`src/rtl/ct_f_spsram_arb.sv`:
```
// Two-requester round-robin arbiter and sequencer for one single-port SRAM macro.
// Drives the macro's active-low controls and returns read data through per-port response slots.
module ct_f_spsram_arb #(
    parameter int ADDR_WIDTH = 15,
    parameter int DATA_WIDTH = 128
) (
    input  logic                  CLK,
    input  logic                  RST,

    input  logic                  req_vld_p0,
    output logic                  req_rdy_p0,
    input  logic                  req_wr_p0,
    input  logic [ADDR_WIDTH-1:0] req_addr_p0,
    input  logic [DATA_WIDTH-1:0] req_wdata_p0,
    input  logic [DATA_WIDTH-1:0] req_wmask_p0,

    input  logic                  req_vld_p1,
    output logic                  req_rdy_p1,
    input  logic                  req_wr_p1,
    input  logic [ADDR_WIDTH-1:0] req_addr_p1,
    input  logic [DATA_WIDTH-1:0] req_wdata_p1,
    input  logic [DATA_WIDTH-1:0] req_wmask_p1,

    output logic                  rsp_vld_p0,
    input  logic                  rsp_rdy_p0,
    output logic [DATA_WIDTH-1:0] rsp_data_p0,

    output logic                  rsp_vld_p1,
    input  logic                  rsp_rdy_p1,
    output logic [DATA_WIDTH-1:0] rsp_data_p1,

    output logic [ADDR_WIDTH-1:0] A,
    output logic                  CEN,
    output logic                  GWEN,
    output logic [DATA_WIDTH-1:0] WEN,
    output logic [DATA_WIDTH-1:0] D,
    input  logic [DATA_WIDTH-1:0] Q
);

    logic                  rr_ptr_q, rr_ptr_d;
    logic                  pend_vld_q, pend_vld_d;
    logic                  pend_id_q, pend_id_d;
    logic                  rsp_vld_p0_q, rsp_vld_p0_d;
    logic                  rsp_vld_p1_q, rsp_vld_p1_d;
    logic [DATA_WIDTH-1:0] rsp_data_p0_q, rsp_data_p0_d;
    logic [DATA_WIDTH-1:0] rsp_data_p1_q, rsp_data_p1_d;

    logic rd_ok_p0, rd_ok_p1;
    logic elig_p0, elig_p1;
    logic gnt_p0, gnt_p1, any_gnt;
    logic win_wr;
    logic cap_p0, cap_p1;

    // A read may only launch when its response slot will be free by the time Q arrives.
    assign rd_ok_p0 = !(pend_vld_q && !pend_id_q) && (!rsp_vld_p0_q || rsp_rdy_p0);
    assign rd_ok_p1 = !(pend_vld_q &&  pend_id_q) && (!rsp_vld_p1_q || rsp_rdy_p1);

    assign elig_p0 = req_vld_p0 && (req_wr_p0 || rd_ok_p0) && !RST;
    assign elig_p1 = req_vld_p1 && (req_wr_p1 || rd_ok_p1) && !RST;

    assign gnt_p0  = elig_p0 && (!elig_p1 || !rr_ptr_q);
    assign gnt_p1  = elig_p1 && (!elig_p0 ||  rr_ptr_q);
    assign any_gnt = gnt_p0 || gnt_p1;
    assign win_wr  = gnt_p1 ? req_wr_p1 : req_wr_p0;

    assign req_rdy_p0 = gnt_p0;
    assign req_rdy_p1 = gnt_p1;

    assign cap_p0 = pend_vld_q && !pend_id_q;
    assign cap_p1 = pend_vld_q &&  pend_id_q;

    always_comb begin
        A    = '0;
        CEN  = 1'b1;
        GWEN = 1'b1;
        WEN  = '1;
        D    = '0;
        if (any_gnt) begin
            CEN = 1'b0;
            A   = gnt_p1 ? req_addr_p1 : req_addr_p0;
            if (win_wr) begin
                GWEN = 1'b0;
                WEN  = gnt_p1 ? ~req_wmask_p1 : ~req_wmask_p0;
                D    = gnt_p1 ? req_wdata_p1 : req_wdata_p0;
            end
        end
    end

    always_comb begin
        rr_ptr_d = rr_ptr_q;
        if (gnt_p0) begin
            rr_ptr_d = 1'b1;
        end else if (gnt_p1) begin
            rr_ptr_d = 1'b0;
        end

        pend_vld_d = any_gnt && !win_wr;
        pend_id_d  = gnt_p1;

        // A capture into a slot being drained at the same edge reloads it and keeps it valid.
        rsp_vld_p0_d  = cap_p0 || (rsp_vld_p0_q && !rsp_rdy_p0);
        rsp_vld_p1_d  = cap_p1 || (rsp_vld_p1_q && !rsp_rdy_p1);
        rsp_data_p0_d = cap_p0 ? Q : rsp_data_p0_q;
        rsp_data_p1_d = cap_p1 ? Q : rsp_data_p1_q;
    end

    always_ff @(posedge CLK) begin
        if (RST) begin
            rr_ptr_q      <= 1'b0;
            pend_vld_q    <= 1'b0;
            pend_id_q     <= 1'b0;
            rsp_vld_p0_q  <= 1'b0;
            rsp_vld_p1_q  <= 1'b0;
            rsp_data_p0_q <= '0;
            rsp_data_p1_q <= '0;
        end else begin
            rr_ptr_q      <= rr_ptr_d;
            pend_vld_q    <= pend_vld_d;
            pend_id_q     <= pend_id_d;
            rsp_vld_p0_q  <= rsp_vld_p0_d;
            rsp_vld_p1_q  <= rsp_vld_p1_d;
            rsp_data_p0_q <= rsp_data_p0_d;
            rsp_data_p1_q <= rsp_data_p1_d;
        end
    end

    assign rsp_vld_p0  = rsp_vld_p0_q;
    assign rsp_vld_p1  = rsp_vld_p1_q;
    assign rsp_data_p0 = rsp_data_p0_q;
    assign rsp_data_p1 = rsp_data_p1_q;

endmodule

```
`config.mk`:
```
export PLATFORM = sky130hd
export DESIGN_NAME = ct_f_spsram_arb
export DESIGN_NICKNAME = d
export VERILOG_FILES = /design/src/rtl/ct_f_spsram_arb.sv
export SDC_FILE = /design/constraint.sdc
export NUM_CORES = 1
export LEC_CHECK = 0
export BUFFER_PORTS_ARGS = -buffer_cell sky130_fd_sc_hd__buf_2
export CORE_AREA = 4 4 466 468
export DETAILED_ROUTE_END_ITERATION = 8
export DIE_AREA = 0 0 470 472
export PLACE_DENSITY_LB_ADDON = 0.2
export RECOVER_POWER = 100
export SLEW_MARGIN = 15
export SYNTH_ARGS = -nofsm -noshare
export SYNTH_HDL_FRONTEND = slang
export SYNTH_SLANG_ARGS = --single-unit
```
`constraint.sdc`:
```
create_clock -name CLK -period 1.4 [get_ports CLK]
set_input_delay 0.14 -clock CLK [delete_from_list [all_inputs] [get_ports CLK]]
set_output_delay 0.14 -clock CLK [all_outputs]
set_load 0.03 [all_outputs]
```
==> results by group <==
Global route
  • Vias in the first global route: about 18000
  • Largest net degree at the start of global routing: approximately 130
  • GRT Util Overall: 0.147
  • First-pass GRT wire length: 211000 microns
  • Grt total ovfl: 0
  • Initial antenna violation count: roughly 140

STA
  • F_max: around 390 MHz
  • Hold Vio Cnt, Final: 1
  • Worst-Margin Slew: 891 ps
  • Hold slack final: -71.5 ps
  • Max-slew violation count: 0
  • Fin crit period: roughly 2600 ps
  • Setup TNS: -328780 ps
  • Worst Clk Skew: around 30 ps
  • RSZ-0062 raised after global routing: true
  • Final WS setup: -1190 ps
  • Setup Viol. Count Final: ~470
  • Fin crit share: 1.85
  • Rel. slew slack: 0.406

Pwr
  • Leak: ~12 nW
  • Peak supply drop: 0.750 mV
  • Power Density: ~870 nW/um^2

Worst setup path
  • Worst reg2reg startpoint: pend_vld_q$_SDFF_PP0_
  • CP Max Fanout: 7
  • Critical Path Source Type: flop
  • CP Capture Type: output pin
  • WP buf/inv: 4
  • Kind of critical path: reg2out
  • RR Endpoint: rsp_data_p0[64]$_SDFFE_PP0P_
  • CP Depth: 8
  • Critical Path Start: pend_vld_q$_SDFF_PP0_
  • WP data required: ~1300 ps
  • Critical Path Sink: WEN[53]
  • R2r setup slk: -460 ps
  • Delay-heaviest family, CP: buffers and inverters
  • CP peak stage delay: 400 ps
  • Arr. time, crit path: between 2000 and 2500 ps
  • Worst path slowest cell: a22oi_1
  • CP cell instances: nor2b_4 -> o21bai_4 -> a21boi_4 -> buf_12 -> buf_16 -> buf_8 -> a22oi_1 -> buf_2
  • Cells on worst reg2reg path: 7

Place
  • Input/output buffers: 1210
  • Inst Count DP: around 5500
  • Routability cong.: approximately 1.0
  • Placement Setup Slack: -776 ps
  • DP Wirelength: roughly 150000 microns

Synthesis
  • Ys flop type: dfxtp_1
  • YS warnings: 0
  • Syn Nets: 2157
  • Post-synth top cells: 518 x nand2_1, 261 x dfxtp_1, 259 x a21oi_1
  • Cell with the most instances after synthesis: nand2_1
  • Asr flop ratio synth: 0
  • Area contributors post-synth: dfxtp_1 45%, nand2_1 17%, a21oi_1 11%
  • Cells after synthesis: roughly 1500
  • Sequential area share after synthesis: 0.453
  • Synth Cell Area: approximately 12000 sq um
  • Yosys reg bits: roughly 260
  • Cell variety after synth: 30
  • Synth top area share: 0.453
  • Yosys top cell by area: dfxtp_1
  • Number of enable flip-flop cells after synthesis: 0
  • Mean Syn Cell Area: a little under 8 sq um

Clock network
  • CTS tree: built
  • Worst skew pair latency: around 570 ps
  • Clock root cell: clkbuf_16
  • Worst-path clk slew: ~50 ps
  • H-Tree Depth: 2
  • CTS max path bufs: 3
  • TritonCTS Buffers: 37
  • # clock sinks: around 260
  • Post-CTS Hold Buffers: around 130

Die
  • Starting Density: 0.0540
  • Top Ports: between 1000 and 1500
  • Die Wd: about 470 microns
  • Die Y: roughly 470 microns
  • Die area: 222000 sq um
  • FP Rows: between 150 and 200
  • Core area: 214000 sq um

Drt
  • Initial DRT Pass Iterations: 5
  • Vias per inst: about 3.1
  • Detail Route Antenna Nets: 0
  • Drt initial violations: approximately 950
  • Met1 Routed Length: between 50000 and 60000 microns
  • Wire per inst: 29.8 microns
  • Metal2 WL: 86600 microns
  • Drt total wl: around 170000 microns
  • DRC: 0
  • Met3 wire len: 16200 microns
  • Via count: about 18000
  • Max layer used: met5

Status
  • Outcome: finished, violations left
  • Violated checks: hold timing, setup timing

Hold path
  • HP Class: in2reg

Job
  • Max-Cap Viols: 0

Layout
  • Area Growth Syn to Fin: 143%
  • Final Util: 0.131
  • Final Non-Filler Cells: 5796
  • Layout cells sized above 1: 0.584
  • Layout Nets: approximately 3600
## cells in the final DEF (no fill, tap or decap), drive strengths merged, types with 4 or more instances in the layout
cell,synthesis,final
nor2,4,4
dlygate4sd3,0,133
a22o,144,144
buf,68,1376
clkbuf,75,70
clkinv,0,11
nand2,518,518
a21oi,259,259
dfxtp,261,261
a22oi,128,128
diode,0,31
## cell families after synthesis
logic type             share of synthesized area
buffers and inverters                     0.0563
AO/OA/AOI/OAI                              0.314
AND/OR/NAND/NOR                            0.177
flip-flops                                 0.453
## area by class of cell
type / instances / area, sq um
diodes: 31 / 77.6
clock buffers: 53 / 1100
clock inverters: 12 / 123
fillers: 24863 / 186000
inverters: 1 / 3.75
multi-input cells: 1074 / 7050
flip-flops and latches: 261 / 5240
well taps: 2838 / 3550
repair buffers: 1526 / 10900
## through the flow
stage / total power [mW] / area (sq um)
5_1_grt: 25.5 / 28000
3_3_place_gp: 14.4 / 23500
2_1_floorplan: 10.7 / 12800
6_report: 24.5 / 28000
4_1_cts: 24.8 / 27100
3_5_place_dp: 14.4 / 23500
## timing repair
action                     CTS  global route
pin swaps                   17            22
setup endpoints to repair  520           523
hold endpoints to repair   259             1
gates resized for setup    250           189
setup buffers               12            10
cloned                       6             8
## layer usage
metal / up-vias / GRT usage
met1: 8664 / 0.146
met5: - / 0
li1: 8081 / -
met4: 50 / 0.0630
met2: 985 / 0.267
met3: 337 / 0.0617
## flip-flops by register name (all words and copies together), names as in the netlist
signal	flops
rsp_vld_p1	1
pend_id_q	1
pend_vld_q	1
rsp_data_p1	128
rsp_vld_p0	1
rr_ptr_q	1
rsp_data_p0	128
## report_power, final
| group | leakage [nW] | switching, mW | internal, mW |
|---|---|---|---|
| Clock | 0.604 | 3.87 | 5.52 |
| Combinational | 9.21 | 4.47 | 2.79 |
| Sequential | 2.12 | 0.127 | 7.69 |
## worst min-delay path, delay by kind of cell
kind,cells,cell delay [ps]
simple gates,3,220
buf+inv,1,100
## worst min-delay path by stage
stage               slack [ps]        from  cells past startpoint                      endpoint
floorplan                  280        Q[0]                      2   rsp_data_p0[0]$_SDFFE_PP0P_
global placement           390       Q[68]                      3  rsp_data_p0[68]$_SDFFE_PP0P_
detailed placement         400       Q[11]                      3  rsp_data_p1[11]$_SDFFE_PP0P_
CTS                       -130  rsp_rdy_p0                      4         rsp_vld_p0$_SDFF_PP0_
global route               -90  rsp_rdy_p0                      4         rsp_vld_p0$_SDFF_PP0_
finish                     -70  rsp_rdy_p0                      4         rsp_vld_p0$_SDFF_PP0_
Power figures use the tool's default switching activity.
